`src/rtl/alu_insn_sequencer_if.sv`:
```
// alu_insn_sequencer_if: control-unit <-> DataPath bundle (run/ir/mem_ready in, strobes and status out).
// Carries the step input only when SINGLE_STEP_EN is defined.
interface alu_insn_sequencer_if #(parameter int NREGS = 16, parameter int ALU_W = 8);
    logic run, mem_ready;
    logic [31:0] ir;
`ifdef SINGLE_STEP_EN
    logic step;
`endif
    logic PCout, MARin, IncPC, Zin, Zlowout, Zhighout, PCin, read, MDRin, MDRout, IRin, Yin, HIin, LOin;
    logic [NREGS-1:0] Rin, Rout;
    logic [ALU_W-1:0] ALU_control;
    logic busy, halted, illegal;
    modport master (
`ifdef SINGLE_STEP_EN
        input step,
`endif
        input run, mem_ready, ir,
        output PCout, MARin, IncPC, Zin, Zlowout, Zhighout, PCin, read, MDRin, MDRout, IRin, Yin, HIin, LOin,
        output Rin, Rout, ALU_control, busy, halted, illegal
    );
    modport slave (
`ifdef SINGLE_STEP_EN
        output step,
`endif
        output run, mem_ready, ir,
        input PCout, MARin, IncPC, Zin, Zlowout, Zhighout, PCin, read, MDRin, MDRout, IRin, Yin, HIin, LOin,
        input Rin, Rout, ALU_control, busy, halted, illegal
    );
endinterface

```
`src/rtl/alu_insn_sequencer.sv`:
```
// alu_insn_sequencer: hardwired fetch (T0-T2) and reg-reg ALU execute (T3-T6) control unit for the DataPath.
// SINGLE_STEP_EN gates every transition out of T0-T6 on bus.step.
module alu_insn_sequencer #(
    parameter int NREGS = 16,
    parameter int ALU_W = 8
) (
    input logic clock,
    input logic clear,
    alu_insn_sequencer_if.master bus
);
    typedef enum logic [3:0] {IDLE, T0, T1, T2, T3, T4, T5, T6, HALTED} state_t;
    state_t r_state;
    logic r_illegal;
    logic [4:0] w_op;
    logic w_bin, w_una, w_muldiv, w_nop, w_halt, w_go, w_unused;
    state_t w_next;
    function automatic logic [NREGS-1:0] onehot(input logic [3:0] f);
        return NREGS'(1) << (int'(f) % NREGS);
    endfunction
    assign w_op = bus.ir[31:27];
    assign w_muldiv = w_op == 5'd15 || w_op == 5'd16;
    assign w_bin = (w_op >= 5'd3 && w_op <= 5'd11) || w_muldiv;
    assign w_una = w_op == 5'd17 || w_op == 5'd18;
    assign w_nop = w_op == 5'd26;
    assign w_halt = w_op == 5'd27;
    assign w_next = bus.run ? T0 : IDLE;
    assign w_unused = ^bus.ir[14:0];
`ifdef SINGLE_STEP_EN
    assign w_go = bus.step;
`else
    assign w_go = 1'b1;
`endif
    always_ff @(posedge clock) begin
        if (clear) begin
            r_state <= IDLE;
            r_illegal <= 1'b0;
        end else begin
            case (r_state)
                IDLE: if (bus.run) r_state <= T0;
                T0: if (w_go) r_state <= T1;
                T1: if (w_go && bus.mem_ready) r_state <= T2;
                T2: if (w_go) r_state <= T3;
                T3: if (w_go) begin
                    if (w_bin || w_una) r_state <= T4;
                    else if (w_halt) r_state <= HALTED;
                    else begin
                        r_state <= w_next;
                        r_illegal <= r_illegal | !w_nop;
                    end
                end
                T4: if (w_go) r_state <= T5;
                T5: if (w_go) r_state <= w_muldiv ? T6 : w_next;
                T6: if (w_go) r_state <= w_next;
                HALTED: r_state <= HALTED;
                default: r_state <= IDLE;
            endcase
        end
    end
    assign bus.PCout = r_state == T0;
    assign bus.MARin = r_state == T0;
    assign bus.IncPC = r_state == T0;
    assign bus.Zin = r_state == T0 || r_state == T4;
    assign bus.Zlowout = r_state == T1 || r_state == T5;
    assign bus.PCin = r_state == T1;
    assign bus.read = r_state == T1;
    assign bus.MDRin = r_state == T1;
    assign bus.MDRout = r_state == T2;
    assign bus.IRin = r_state == T2;
    assign bus.Yin = r_state == T3 && w_bin;
    assign bus.Zhighout = r_state == T6;
    assign bus.HIin = r_state == T6;
    assign bus.LOin = r_state == T5 && w_muldiv;
    assign bus.Rin = (r_state == T5 && !w_muldiv) ? onehot(bus.ir[26:23]) : '0;
    // binary ops put Rb on the bus into Y first, then Rc into the ALU; unary ops only use Rb
    assign bus.Rout = (r_state == T3 && w_bin) ? onehot(bus.ir[22:19]) :
                      (r_state == T4) ? onehot(w_bin ? bus.ir[18:15] : bus.ir[22:19]) : '0;
    assign bus.ALU_control = (r_state == T4) ? ALU_W'({3'b000, w_op}) : '0;
    assign bus.busy = r_state != IDLE && r_state != HALTED;
    assign bus.halted = r_state == HALTED;
    assign bus.illegal = r_illegal;
endmodule

```
`src/flat_wrapper.sv`:
```
// flat-port wrapper written by rule: the top's interface ports become plain ports
module alu_insn_sequencer_flat 
#(
    parameter int NREGS = 16,
    parameter int ALU_W = 8
)
  (clock, clear, bus_run, bus_mem_ready, bus_ir, bus_PCout, bus_MARin, bus_IncPC, bus_Zin, bus_Zlowout, bus_Zhighout, bus_PCin, bus_read, bus_MDRin, bus_MDRout, bus_IRin, bus_Yin, bus_HIin, bus_LOin, bus_Rin, bus_Rout, bus_ALU_control, bus_busy, bus_halted, bus_illegal);
  alu_insn_sequencer_if #(.NREGS(NREGS), .ALU_W(ALU_W)) bus_i ();
  input logic clock;
  input logic clear;
  input wire logic [$bits(bus_i.run)-1:0] bus_run;
  input wire logic [$bits(bus_i.mem_ready)-1:0] bus_mem_ready;
  input wire logic [$bits(bus_i.ir)-1:0] bus_ir;
  output wire logic [$bits(bus_i.PCout)-1:0] bus_PCout;
  output wire logic [$bits(bus_i.MARin)-1:0] bus_MARin;
  output wire logic [$bits(bus_i.IncPC)-1:0] bus_IncPC;
  output wire logic [$bits(bus_i.Zin)-1:0] bus_Zin;
  output wire logic [$bits(bus_i.Zlowout)-1:0] bus_Zlowout;
  output wire logic [$bits(bus_i.Zhighout)-1:0] bus_Zhighout;
  output wire logic [$bits(bus_i.PCin)-1:0] bus_PCin;
  output wire logic [$bits(bus_i.read)-1:0] bus_read;
  output wire logic [$bits(bus_i.MDRin)-1:0] bus_MDRin;
  output wire logic [$bits(bus_i.MDRout)-1:0] bus_MDRout;
  output wire logic [$bits(bus_i.IRin)-1:0] bus_IRin;
  output wire logic [$bits(bus_i.Yin)-1:0] bus_Yin;
  output wire logic [$bits(bus_i.HIin)-1:0] bus_HIin;
  output wire logic [$bits(bus_i.LOin)-1:0] bus_LOin;
  output wire logic [$bits(bus_i.Rin)-1:0] bus_Rin;
  output wire logic [$bits(bus_i.Rout)-1:0] bus_Rout;
  output wire logic [$bits(bus_i.ALU_control)-1:0] bus_ALU_control;
  output wire logic [$bits(bus_i.busy)-1:0] bus_busy;
  output wire logic [$bits(bus_i.halted)-1:0] bus_halted;
  output wire logic [$bits(bus_i.illegal)-1:0] bus_illegal;
  assign bus_i.run = bus_run;
  assign bus_i.mem_ready = bus_mem_ready;
  assign bus_i.ir = bus_ir;
  assign bus_PCout = bus_i.PCout;
  assign bus_MARin = bus_i.MARin;
  assign bus_IncPC = bus_i.IncPC;
  assign bus_Zin = bus_i.Zin;
  assign bus_Zlowout = bus_i.Zlowout;
  assign bus_Zhighout = bus_i.Zhighout;
  assign bus_PCin = bus_i.PCin;
  assign bus_read = bus_i.read;
  assign bus_MDRin = bus_i.MDRin;
  assign bus_MDRout = bus_i.MDRout;
  assign bus_IRin = bus_i.IRin;
  assign bus_Yin = bus_i.Yin;
  assign bus_HIin = bus_i.HIin;
  assign bus_LOin = bus_i.LOin;
  assign bus_Rin = bus_i.Rin;
  assign bus_Rout = bus_i.Rout;
  assign bus_ALU_control = bus_i.ALU_control;
  assign bus_busy = bus_i.busy;
  assign bus_halted = bus_i.halted;
  assign bus_illegal = bus_i.illegal;
  alu_insn_sequencer #(.NREGS(NREGS), .ALU_W(ALU_W)) u_core (.clock(clock), .clear(clear), .bus(bus_i));
endmodule
```
`config.mk`:
```
export PLATFORM = sky130hd
export DESIGN_NAME = alu_insn_sequencer_flat
export DESIGN_NICKNAME = d
export VERILOG_FILES = /design/src/rtl/alu_insn_sequencer_if.sv /design/src/rtl/alu_insn_sequencer.sv /design/src/flat_wrapper.sv
export SDC_FILE = /design/constraint.sdc
export NUM_CORES = 1
export LEC_CHECK = 0
export ABC_AREA = 1
export CELL_PAD_IN_SITES_DETAIL_PLACEMENT = 0
export CELL_PAD_IN_SITES_GLOBAL_PLACEMENT = 1
export CORE_ASPECT_RATIO = 1.5
export CORE_MARGIN = 10
export CORE_UTILIZATION = 17
export DETAILED_ROUTE_END_ITERATION = 6
export PLACE_DENSITY = 0.77
export SLEW_MARGIN = 20
export SYNTH_ARGS = -nofsm -noshare
export SYNTH_HDL_FRONTEND = slang
export SYNTH_SLANG_ARGS = --single-unit
```
`constraint.sdc`:
```
create_clock -name clock -period 1.8 [get_ports clock]
set_clock_uncertainty 0.1 [all_clocks]
set_input_delay 0.36 -clock clock [delete_from_list [all_inputs] [get_ports clock]]
set_output_delay 0.36 -clock clock [all_outputs]
set_load 0.01 [all_outputs]
```
==> flow_metrics.env, run 1 <==
export IMPL_outcome="complete, but fails checks"
export IMPL_violations="negative setup slack"
export IMPL_power_frac_comb=0.636
export IMPL_async_flop_share=0
export IMPL_vias=1937
export IMPL_p_per_area_mw_per_mm2=331
export IMPL_setup_tns_ns=-7.04
export IMPL_htree_num_levels=1
export IMPL_wl_per_cell_microns=13.8
export IMPL_min_period_ns=2.14
export IMPL_start_util=0.175
export IMPL_setup_violations=32
export IMPL_whs_endpoint="u_core.bus.illegal"
export IMPL_cts_buffers=3
export IMPL_drive_gt1_frac=0.631
export IMPL_seq_area_frac_synth=0.0881
export IMPL_io_pins=93
export IMPL_clk_pin_slew_worst_paths_ns=0.04
export IMPL_postCtsHoldBufs=0
export IMPL_p_leak_nw=1.41
export IMPL_power_frac_clock=0.220
export IMPL_layout_cells_non_filler=439
export IMPL_dpl_instance_area_sq_mm=0.00224
export IMPL_p_int_w=0.000545
export IMPL_yosys_most_used_dff="dfxtp_1"
export IMPL_hold_path_startpoint="u_core.bus.illegal"
export IMPL_ys_ff_latch=5
export IMPL_r2r_start="u_core.r_state[1]"
export IMPL_gr_usage_all_layers=0.109
export IMPL_grt_first_pass_wirelength_microns=9580
export IMPL_final_nets=400
export IMPL_place_congestion=0.842
export IMPL_drc=0
export IMPL_syn_cell_area_sq_mm=0.00114
export IMPL_diodes=0
export IMPL_end_kind="output pin"
export IMPL_antenna_found_initial=0
export IMPL_grtUsageMet3=0.0359
export IMPL_place_inst=400
export IMPL_layout_commonest_cell="buf_4"
export IMPL_syn_area_per_cell_sq_um=5.12
export IMPL_ant_nets=0
export IMPL_worstPathArrival_ns=1.68
export IMPL_ys_warn_count=0
export IMPL_cts_tree="yes"
export IMPL_rows=36
export IMPL_criticalPathCategory="in -> out"
export IMPL_clkLatencyLatePin_ns=0.22
export IMPL_routed_wl_microns=6070
export IMPL_reg2reg_setup_slack_ns=0.32
export IMPL_cp_required_ns=1.34
export IMPL_start_kind="input port"
export IMPL_top_usage_layer="met2"
export IMPL_layout_setup_ws_ns=-0.339
export IMPL_path_max_fanout=4
export IMPL_core_sq_mm=0.00649
export IMPL_maxCapViolations=0
export IMPL_cts_root_buf="clkbuf_8"
export IMPL_drt_iter0_drc=73
export IMPL_hpwl_microns=4540
export IMPL_hold_path_class="reg -> reg"
export IMPL_postLayoutCellArea_sq_mm=0.00277
export IMPL_fp_dieW_microns=86.7
export IMPL_cts_sinks=5
export IMPL_cts_path_max_buffers=2
export IMPL_die_y_microns=120
export IMPL_reg2reg_depth=9
export IMPL_switchingPower_w=0.000370
export IMPL_drtPass1Iterations=4
export IMPL_synth_edff_count=0
export IMPL_rsz0062_at_grt="true"
export IMPL_port_buffers=74
export IMPL_ir_drop_v=0.000153
export IMPL_grt_start_max_net_pins=9
export IMPL_pwr_share_seq=0.144
export IMPL_syn_inst=222
export IMPL_die_area_sq_mm=0.0104
export IMPL_min_path_cells=2
export IMPL_ys_types=23
export IMPL_met2_usage=0.206
export IMPL_min_period_over_period=1.19
export IMPL_fmax_mhz=468
export IMPL_grtUsageMet1=0.110
export IMPL_grt_pass1_vias=2052
export IMPL_routed_via_density=4.41
export IMPL_area_growth_pct=144
export IMPL_layout_common_cells="buf_4 (46), buf_6 (44), nand2_1 (27), buf_2 (27), nand3_1 (26)"
export IMPL_hold_violations=0
export IMPL_drv_slew=0
export IMPL_reg2reg_to="u_core.r_state[2]"
export IMPL_overflow=0
export IMPL_p_sw_frac=0.404
final cells by class:
type | instances | area, sq um
fillers | 696 | 3720
repair buffers | 145 | 1220
multi-input cells | 176 | 1170
inverters | 33 | 128
flip-flops and latches | 5 | 105
well taps | 76 | 95.1
clock buffers | 4 | 45.0
per-layer routing:
layer  routed length [microns]  part of all wire
met1                      2330              0.38
met2                      3170              0.52
met3                       491             0.081
met4                        68             0.011
met5                         0                 0
cell usage after synthesis, types with 2 or more instances:
cell | instances | area (sq um)
nand2_1 | 53 | 199
nor2_1 | 48 | 180
nand3_1 | 36 | 180
inv_1 | 29 | 109
buf_4 | 9 | 67.6
nand4_1 | 9 | 56.3
dfxtp_1 | 5 | 100
a21oi_1 | 4 | 20.0
nand2_2 | 4 | 25.0
nor2_4 | 4 | 45.0
nor3_1 | 4 | 20.0
inv_2 | 3 | 11.3
nor2_2 | 3 | 18.8
nand2_4 | 2 | 22.5
registers in the layout, indices dropped and copies added, names as in the netlist:
register and flops:
u_core.bus.illegal 1, u_core.r_state 4
worst max-delay path, cell delays in order:
cell	delay, ns
buf_8	0.10
buf_6	0.11
a21oi_4	0.15
nand2_4	0.09
buf_6	0.13
nand4_1	0.08
nand2_2	0.07
nor2_4	0.14
buf_4	0.15
nand3_1	0.09
nand2_2	0.08
buf_2	0.13
worst max path at each step:
stage | to | slack [ns] | cells past startpoint | start
4_1_cts | bus_Rout[11] | -0.36 | 12 | bus_ir[30]
3_5_place_dp | bus_Rout[11] | -1.30 | 11 | bus_ir[29]
6_report | bus_Rout[11] | -0.34 | 12 | bus_ir[30]
2_1_floorplan | bus_Rout[14] | 0.00001 | 10 | bus_ir[31]
5_1_grt | bus_Rout[5] | -0.43 | 13 | bus_ir[30]
3_3_place_gp | bus_Rout[3] | -1.28 | 11 | bus_ir[29]
cells by family (layout without fill, tap and decap cells):
family | after synthesis | after routing | share of synthesized area
AND/OR/NAND/NOR | 165 | 166 | 0.682
other | 1 | 3 | 0.00330
flip-flops | 5 | 5 | 0.0881
AO/OA/AOI/OAI | 7 | 7 | 0.0441
buffers and inverters | 44 | 182 | 0.183
through the flow:
| step | power, W | setup WS [ns] | util | hold WS [ns] |
|---|---|---|---|---|
| floorplan | 0.000365 | 0.0000123 | - | 0.329 |
| global placement | 0.000608 | -1.28 | 0.345 | 0.356 |
| detailed placement | 0.000612 | -1.30 | 0.345 | 0.368 |
| CTS | 0.000885 | -0.363 | 0.402 | 0.385 |
| global route | 0.000990 | -0.426 | 0.427 | 0.440 |
| finish | 0.000915 | -0.339 | 0.427 | 0.377 |
power groups by stage:
stage / logic (W) / registers [W] / clock network, W
2_1_floorplan: 0.000236 / 0.000129 / 0
3_3_place_gp: 0.000480 / 0.000129 / 0
3_5_place_dp: 0.000484 / 0.000129 / 0
4_1_cts: 0.000547 / 0.000130 / 0.000207
5_1_grt: 0.000631 / 0.000133 / 0.000226
6_report: 0.000582 / 0.000132 / 0.000202
repair_timing:
item,4_1_cts,5_1_grt
pin swaps,39,21
endpoints found under the hold margin,0,0
endpoints found under the setup margin,56,50
buffers inserted,27,9
cloned,1,0
resized for setup,311,52
Note: power is estimated with default switching activity, not from simulation.
==> run 2: changes to the inputs <==
Settings changed: CORE_MARGIN 10 to 5.
==> flow_metrics.env, run 2 (synthesis results as in run 1) <==
export IMPL_outcome="complete, but fails checks"
export IMPL_violations="negative setup slack"
export IMPL_clkLatencyLatePin_ns=0.22
export IMPL_crit_family="buffers and inverters"
export IMPL_fp_dieW_microns=76.7
export IMPL_hold_path_class="reg -> reg"
export IMPL_area_growth_pct=146
export IMPL_drt_iter0_drc=49
export IMPL_setup_violations=32
export IMPL_die_y_microns=110
export IMPL_max_stage_delay_ns=0.18
export IMPL_worstPathArrival_ns=1.73
export IMPL_rsz0062_at_grt="true"
export IMPL_cts_path_max_buffers=2
export IMPL_postCtsHoldBufs=0
export IMPL_grt_pass1_vias=1953
export IMPL_p_per_area_mw_per_mm2=332
export IMPL_layout_setup_ws_ns=-0.387
export IMPL_cp_cell_sequence="buf_8 > buf_6 > a21oi_4 > nand2_4 > buf_12 > nand4_1 > nand2_2 > nor2_4 > buf_6 > buf_6 > nand3_2 > nand2_2 > buf_6"
export IMPL_fmax_mhz=457
export IMPL_criticalPathCategory="in -> out"
export IMPL_place_inst=404
export IMPL_ir_drop_v=0.000191
export IMPL_hpwl_microns=4020
export IMPL_cp_startpoint="bus_ir[30]"
export IMPL_slowest_stage="nor2_4"
export IMPL_worst_path_buf_inv=6
export IMPL_start_util=0.175
export IMPL_rows=36
export IMPL_cts_buffers=3
export IMPL_cts_sinks=5
export IMPL_final_nets=404
export IMPL_antenna_found_initial=0
export IMPL_layout_commonest_cell="buf_4"
export IMPL_drive_gt1_frac=0.616
export IMPL_overflow=0
export IMPL_io_pins=93
export IMPL_diodes=0
export IMPL_start_kind="input port"
export IMPL_gr_usage_all_layers=0.121
export IMPL_port_buffers=74
export IMPL_maxCapViolations=0
export IMPL_cts_tree="yes"
export IMPL_fillers=693
export IMPL_hold_violations=0
export IMPL_layout_common_cells="buf_4 (50), buf_6 (43), nor2_1 (31)"
export IMPL_grt_first_pass_wirelength_microns=8690
export IMPL_min_period_over_period=1.21
export IMPL_largest_reg_flops=4
export IMPL_fin_hold_ws_ns=0.371
export IMPL_layout_cells_non_filler=443
export IMPL_wl_per_cell_microns=12.3
export IMPL_die_area_sq_mm=0.00845
export IMPL_cp_required_ns=1.34
export IMPL_place_congestion=0.788
export IMPL_hold_path_startpoint="u_core.bus.illegal"
export IMPL_htree_num_levels=1
export IMPL_routed_via_density=4.40
export IMPL_drtPass1Iterations=4
export IMPL_end_kind="output pin"
export IMPL_grt_start_max_net_pins=10
export IMPL_ant_nets=0
export IMPL_power_w=0.000927
export IMPL_drc=0
export IMPL_vias=1947
export IMPL_routed_wl_microns=5450
export IMPL_clk_pin_slew_worst_paths_ns=0.03
export IMPL_p_leak_nw=1.43
export IMPL_r2r_start="u_core.r_state[1]"
export IMPL_core_sq_mm=0.00649
export IMPL_path_common_cell="buf_6"
export IMPL_drv_slew=0
export IMPL_top_register="u_core.r_state"
export IMPL_path_max_fanout=7
export IMPL_cts_root_buf="clkbuf_8"
export IMPL_min_period_ns=2.19
-- run 2: changes by cell type in the layout (fill, tap and decap cells not counted), sizes merged --
cell,before,now
clkdlybuf4s50,11,15
nand2,59,60
clkbuf,11,12
dlygate4sd2,6,2
buf,119,123
clkdlybuf4s15,2,0
-- run 2: layout make-up --
class                           instances  area [sq um]  share of cell area
Timing Repair Buffer                  148          1250               0.448
Multi-Input combinational cell        177          1170               0.419
Inverter                               33           126              0.0452
Sequential cell                         5           105              0.0376
Tap cell                               76          95.1              0.0340
Clock buffer                            4          45.0              0.0161
-- run 2: where the power goes --
group          internal [W]  leakage (nW)  switching [W]
clock              0.000152        0.0228      0.0000526
sequential         0.000123        0.0424     0.00000892
combinational      0.000281          1.37       0.000309
-- run 2: layer usage --
| layer | up-vias | part of all wire | global-route usage |
|---|---|---|---|
| met5 | - | 0 | 0 |
| met3 | 6 | 0.075 | 0.0154 |
| li1 | 984 | - | - |
| met4 | 0 | 0.012 | 0.0325 |
| met1 | 880 | 0.37 | 0.133 |
| met2 | 77 | 0.55 | 0.239 |
-- run 2: repair_timing --
action	CTS	global route
setup endpoints to repair	57	50
cloned	2	0
gates resized for setup	292	61
pin swaps	34	21
setup buffers	28	6
-- run 2: worst paths after layout --
check / to / slack (ns) / cells past startpoint
setup / recovery: bus_Rout[11] / -0.39 / 13
hold reg to reg: u_core.bus.illegal / 0.37 / 2
setup reg to reg: u_core.r_state[2] / 0.25 / 10
hold / removal: u_core.bus.illegal / 0.37 / 2
-- run 2: stage by stage --
stage                     setup TNS (ns)  worst slack [ns]  utilization  area [sq um]
final                              -8.17            -0.387        0.431          2800
after global routing              -10.42            -0.449        0.431          2800
after CTS                          -9.11            -0.414        0.401          2600
after detailed placement          -43.60             -1.26        0.351          2280
after global placement            -42.25             -1.23        0.351          2280
after floorplan                        0         0.0000123            -          1210
-- run 2: worst min-delay path, stage by stage (launching register included) --
cell and delay, ns:
dfxtp_1 0.32, nor2_1 0.05, nor2_1 0.07
